$ cat config.mk
export PLATFORM = sky130hd
export DESIGN_NAME = multu_hilo_unit
export DESIGN_NICKNAME = d
export VERILOG_FILES = /design/src/rtl/multu_hilo_unit.sv
export SDC_FILE = /design/constraint.sdc
export NUM_CORES = 1
export LEC_CHECK = 0
export ABC_AREA = 1
export CORE_AREA = 2 2 179 181
export CTS_CLUSTER_DIAMETER = 100
export DETAILED_ROUTE_END_ITERATION = 8
export DIE_AREA = 0 0 181 183
export GPL_TIMING_DRIVEN = 0
export SLEW_MARGIN = 20
export SYNTH_ARGS = -nofsm -noshare
export SYNTH_HDL_FRONTEND = slang
export SYNTH_SLANG_ARGS = --single-unit
export TNS_END_PERCENT = 50
$ cat constraint.sdc
create_clock -name clk -period 7.7 [get_ports clk]
set_input_delay 1.925 -clock clk [delete_from_list [all_inputs] [get_ports clk]]
set_output_delay 1.925 -clock clk [all_outputs]
set_load 0.005 [all_outputs]
$ cat src/rtl/multu_hilo_unit.sv
// multu_hilo_unit: multi-cycle unsigned multiplier holding the architectural HI/LO pair.
// A MULTU issued with start is computed radix-2 shift-add, one multiplier bit per cycle,
// and {hi,lo} is written once, when the last bit has been consumed.
//
// Ports
//   clk     in   clock, rising edge
//   rst     in   synchronous active-low reset
//   start   in   issue MULTU (accepted only when idle)
//   cancel  in   pipeline flush, aborts an in-flight multiply
//   src_a   in   multiplicand, latched with start
//   src_b   in   multiplier, latched with start
//   busy    out  multiply in flight
//   done    out  one-cycle pulse after hi/lo take a new product
//   hi      out  upper half of the last completed product
//   lo      out  lower half of the last completed product
module multu_hilo_unit #(
  parameter int unsigned WIDTH = 32
) (
  input  logic             clk,
  input  logic             rst,
  input  logic             start,
  input  logic             cancel,
  input  logic [WIDTH-1:0] src_a,
  input  logic [WIDTH-1:0] src_b,
  output logic             busy,
  output logic             done,
  output logic [WIDTH-1:0] hi,
  output logic [WIDTH-1:0] lo
);

  localparam int unsigned CNT_W = $clog2(WIDTH + 1);

  typedef enum logic {
    IDLE = 1'b0,
    RUN  = 1'b1
  } state_t;

  state_t             state_q, state_d;
  logic               busy_q, busy_d;
  logic               done_q, done_d;
  logic [WIDTH-1:0]   hi_q, hi_d;
  logic [WIDTH-1:0]   lo_q, lo_d;
  logic [WIDTH-1:0]   mcand_q, mcand_d;
  logic [WIDTH-1:0]   mplier_q, mplier_d;
  logic [WIDTH-1:0]   acc_q, acc_d;
  logic [CNT_W-1:0]   count_q, count_d;

  // Partial-product add; the extra top bit keeps the carry that the shift brings back into acc.
  logic [WIDTH:0]     sum_c;
  logic [WIDTH-1:0]   acc_next_c;
  logic [WIDTH-1:0]   mplier_next_c;

  always_comb begin
    sum_c         = {1'b0, acc_q} + (mplier_q[0] ? {1'b0, mcand_q} : (WIDTH + 1)'(0));
    acc_next_c    = sum_c[WIDTH:1];
    mplier_next_c = {sum_c[0], mplier_q[WIDTH-1:1]};
  end

  // Next-state and datapath control.
  always_comb begin
    state_d  = state_q;
    busy_d   = busy_q;
    done_d   = 1'b0;
    hi_d     = hi_q;
    lo_d     = lo_q;
    mcand_d  = mcand_q;
    mplier_d = mplier_q;
    acc_d    = acc_q;
    count_d  = count_q;

    case (state_q)
      IDLE: begin
        // cancel has no effect while idle, so a start alongside it is still taken.
        if (start) begin
          mcand_d  = src_a;
          mplier_d = src_b;
          acc_d    = '0;
          count_d  = '0;
          state_d  = RUN;
          busy_d   = 1'b1;
        end
      end
      RUN: begin
        if (cancel) begin
          // Abort wins even on the final step; hi/lo keep the previous product.
          state_d = IDLE;
          busy_d  = 1'b0;
        end else begin
          acc_d    = acc_next_c;
          mplier_d = mplier_next_c;
          count_d  = count_q + CNT_W'(1);
          if (count_q == CNT_W'(WIDTH - 1)) begin
            hi_d    = acc_next_c;
            lo_d    = mplier_next_c;
            done_d  = 1'b1;
            state_d = IDLE;
            busy_d  = 1'b0;
          end
        end
      end
      default: begin
        state_d = IDLE;
        busy_d  = 1'b0;
      end
    endcase
  end

  // State registers with synchronous active-low reset.
  always_ff @(posedge clk) begin
    if (!rst) begin
      state_q  <= IDLE;
      busy_q   <= 1'b0;
      done_q   <= 1'b0;
      hi_q     <= '0;
      lo_q     <= '0;
      mcand_q  <= '0;
      mplier_q <= '0;
      acc_q    <= '0;
      count_q  <= '0;
    end else begin
      state_q  <= state_d;
      busy_q   <= busy_d;
      done_q   <= done_d;
      hi_q     <= hi_d;
      lo_q     <= lo_d;
      mcand_q  <= mcand_d;
      mplier_q <= mplier_d;
      acc_q    <= acc_d;
      count_q  <= count_d;
    end
  end

  assign busy = busy_q;
  assign done = done_q;
  assign hi   = hi_q;
  assign lo   = lo_q;

endmodule

* Yosys cells after proc, flatten, opt, wreduce, memory -nomap -nowiden
Index checks and enable logic that the tools add are counted.
** Word-level totals
- Bits in registers :: 169
- Input port bits :: 68
- Output and inout bits :: 66
** Cells by class
- Add/sub/neg operators :: 2
- Equality and inequality tests :: 4
- Muxes and demuxes :: 19
- Bitwise operators :: 3
- Reductions and logical operators :: 5
** Operators by type and width (count)
- $mux W32 :: 5
- $pmux W32 S2 :: 2
- $add A32 B32 Y33 :: 1
- $mux W6 :: 2
- $pmux W6 S2 :: 1
- $mux W1 :: 7
- $add A6 B1 Y6 const B :: 1
- $eq A6 B5 Y1 const B :: 1
- $reduce_and A2 Y1 :: 3
- $ne A2 B2 Y1 const B :: 2
- $pmux W1 S2 :: 2
- $ne A3 B2 Y1 const B :: 1
- $not A1 Y1 :: 3
- $reduce_and A3 Y1 :: 1
- $reduce_or A3 Y1 :: 1

* Logic depth before layout (Yosys ltp)
- Depth after elaboration :: 4
- Depth in mapped cells :: 21
- Mapped depth without buffers :: 19

* Worst setup path after synthesis
Ideal clock, no wire load.
- Path kind :: input -> register
- Start point :: input port cancel
- End point :: register mplier_q[11]
- Setup time :: 0.137 ns
- Arrival time :: 2.696 ns
- Required time :: 7.563 ns
- Setup slack :: 4.867 ns
- Stages on the path :: 6
- Path through :: nor2_4 inv_1 nand2_1 buf_2 clkbuf_1 a31oi_1
** Between the ends
- Longest elaborated chain between the ends :: 2
** Ends and longest elaborated chain
- from (decl) :: line 22 : input logic cancel,
- $ne A2 B2 Y1 (no source line)
- $reduce_and A2 Y1 (no source line)
- to (signal assigned) :: line 127 : mplier_q <= mplier_d;
- to (decl) :: line 44 : logic [WIDTH-1:0] mplier_q, mplier_d;
No other way between the ends.
A chain may end at the register's enable or synchronous reset.

* Final worst setup path
- Start point :: input port rst
- End point :: register acc_q[7]
** RTL lines
- from (decl) :: line 20 : input logic rst,
- to (signal assigned) :: line 118 : acc_q <= '0;
- to (signal assigned) :: line 128 : acc_q <= acc_d;
- to (decl) :: line 45 : logic [WIDTH-1:0] acc_q, acc_d;
No word-level cell between the ends.

==> flow_summary.yaml <==
run_status:
  status: "finished, final reports clean"
synthesis:
  synth_fp_nets: 1478
  synth_seq_cells: 169
  syn_avg_cell_area_um2: 6.46
  synth-warning-count: 0
  synth_cells: 1376
  synth.distinct_cells: 34
  netlist_area_mm2: 0.00888
  yosysSeqAreaShare: 0.381
detailed_routing:
  drc: 0
  avgRoutedWirePerCell_um: 14.1
  drtAntennaViolNets: 0
  wirelength_um: 27400
  via_per_inst: 4.47
  vias: 8679
  drt-pass1-iter-count: 5
  drtIter0Drc: 519
global_route:
  antenna_found_initial: 0
  grt_pass1_vias: 8546
  grt_use_total: 0.170
  grt_max_degree: 18
  grt-ovfl-total: 0
  grt_pass1_wl_um: 44600
critical_path:
  cp_slowest_stage_delay_ps: 630
  crit_type: "input pin to flip-flop"
  arrival_ps: 3890
  critPathSlowestCell: "clkdlybuf4s50_1"
  worstPathRequired_ps: 8010
  worstPathCellList: "clkdlybuf4s50_1 > inv_1 > clkbuf_1 > clkbuf_1 > a21oi_1"
  endpoint_kind: "flip-flop"
  r2r_start: "mplier_q[0]"
  start_kind: "input pin"
  startpoint: "rst"
  endpoint: "acc_q[7]"
  crit_top_cell: "clkbuf_1"
  r2r.worst_path.cells: 17
  r2r_slack_ps: 4460
  cp_max_fo: 10
  timing.rr.end: "acc_q[15]"
floorplan:
  rows: 65
  start_util: 0.284
  die_w_um: 181
  die_area_mm2: 0.0331
  die_h_um: 183
  coreArea_mm2: 0.0312
  io-pin-count: 134
timing:
  setup-tns-final_ps: 0
  period_share: 0.466
  hold_viol: 0
  setup_viol: 0
  fin_crit_ps: 3590
  tightest_slew_ps: 739
  fmax_mhz: 279
  whs_ps: 467
  finClkSkew_ps: 22.1
  slew_viol_final: 0
  slew_headroom: 0.507
  rsz0062_at_grt: "false"
pwr:
  leakagePower_nw: 5.38
  powerDensity_mw_per_mm2: 175
  ir_drop_mv: 0.106
  power_mw: 1.97
hold_path:
  worstHoldStart: "lo[13]"
  hp-class: "flip-flop to flip-flop"
clocking:
  h-tree-depth: 4
  path_clk_slew_ps: 70
  ctsResizeCount: 0
  clk_latency_ps: 450
  cts_buffers: 17
  cts_tree: "built"
  ctsRootBufferMaster: "clkbuf_16"
  clk_path_buf_depth: 2
  cts.sinks: 169
  holdBufCountCts: 0
  post_cts_buffers: 0
place:
  place_area_mm2: 0.0107
  port_buffers: 133
  hpwl_um: 21400
  routabilityCongestion: 0.928
layout:
  drive_above_1_share: 0.0370
  diodes: 0
  syn2layout_area_growth_pct: 27.2
  fin_nets: 1630
  final_common_cell: "nand2_1"
  layout_common_cells: "nand2_1 (499), inv_1 (190), dfxtp_1 (169), clkdlybuf4s50_1 (133), nor2_1 (106)"
  final_area_mm2: 0.0113
flow_run:
  drv_cap: 0
[cells in the mapped netlist, drive strengths merged]
cell type / count / area share
o21bai: 8 / 0.0068
a31oi: 32 / 0.023
and2: 1 / 0.00070
nand3: 36 / 0.020
o21ai: 87 / 0.049
nor3: 8 / 0.0051
nand2: 500 / 0.21
o21a: 19 / 0.016
inv: 192 / 0.081
clkinv: 2 / 0.00098
xnor2: 1 / 0.00099
nand3b: 4 / 0.0034
a211oi: 2 / 0.0017
ha: 33 / 0.046
a21o: 3 / 0.0025
clkbuf: 42 / 0.018
a221oi: 2 / 0.0020
a21oi: 91 / 0.051
nor2: 108 / 0.047
buf: 20 / 0.015
fa: 1 / 0.0023
xor2: 14 / 0.014
dfxtp: 169 / 0.38
nand4: 1 / 0.00070
[critical path: cells and delay by family]
family	cells	cell delay (ps)
AOI/OAI and AO/OA	1	100
buffers and inverters	4	1860
[where the power goes]
group	internal [mW]	switching, mW	leakage, nW	total [mW]
sequential	0.907	0.0197	1.38	0.926
clock	0.458	0.403	0.281	0.861
combinational	0.0739	0.113	3.72	0.187
[cell type report]
class,instances,area [µm²]
Timing Repair Buffer,133,1330
Clock buffer,17,425
Inverter,194,732
Clock inverter,14,155
Tap cell,402,503
Multi-Input combinational cell,951,4480
Sequential cell,169,3380
Fill cell,3457,19900
Buffer,62,293
[metal layers]
metal / GRT usage / vias up / wire length, µm
met5: 0 / - / 0
met4: 0.0533 / 0 / 457
met3: 0.0359 / 24 / 1420
met2: 0.288 / 193 / 12600
met1: 0.218 / 3874 / 13000
li1: - / 4588 / -
[sequential cells by signal, summed over array words and instances, names as in the netlist]
register,cells
acc_q,32
busy,1
count_q,6
done,1
hi,32
lo,32
mcand_q,32
mplier_q,32
state_q,1
[logic make-up after synthesis]
logic type	Yosys count	share of synthesized area
AO/OA/AOI/OAI	244	0.152
AND/OR/NAND/NOR	658	0.288
adder cells (fa/ha/maj)	34	0.0487
XOR/XNOR	15	0.0148
flip-flops	169	0.381
buffers and inverters	256	0.115
[worst min path at each step]
stage | endpoint | slack, ps | cells past startpoint
5_1_grt | lo[6] | 490 | 2
2_1_floorplan | acc_q[0] | 440 | 2
3_5_place_dp | lo[13] | 460 | 2
3_3_place_gp | lo[4] | 450 | 2
4_1_cts | lo[13] | 470 | 2
6_report | lo[13] | 470 | 2
[through the flow]
| step | utilization | instances | worst slack, ps |
|---|---|---|---|
| 3_5_place_dp | 0.343 | 1911 | 3650 |
| 2_1_floorplan | - | 1376 | 4870 |
| 4_1_cts | 0.362 | 1942 | 4110 |
| 3_3_place_gp | 0.343 | 1911 | 3640 |
| 5_1_grt | 0.362 | 1942 | 4010 |
| 6_report | 0.362 | 1942 | 4110 |
Note: power is estimated with default switching activity, not from simulation.
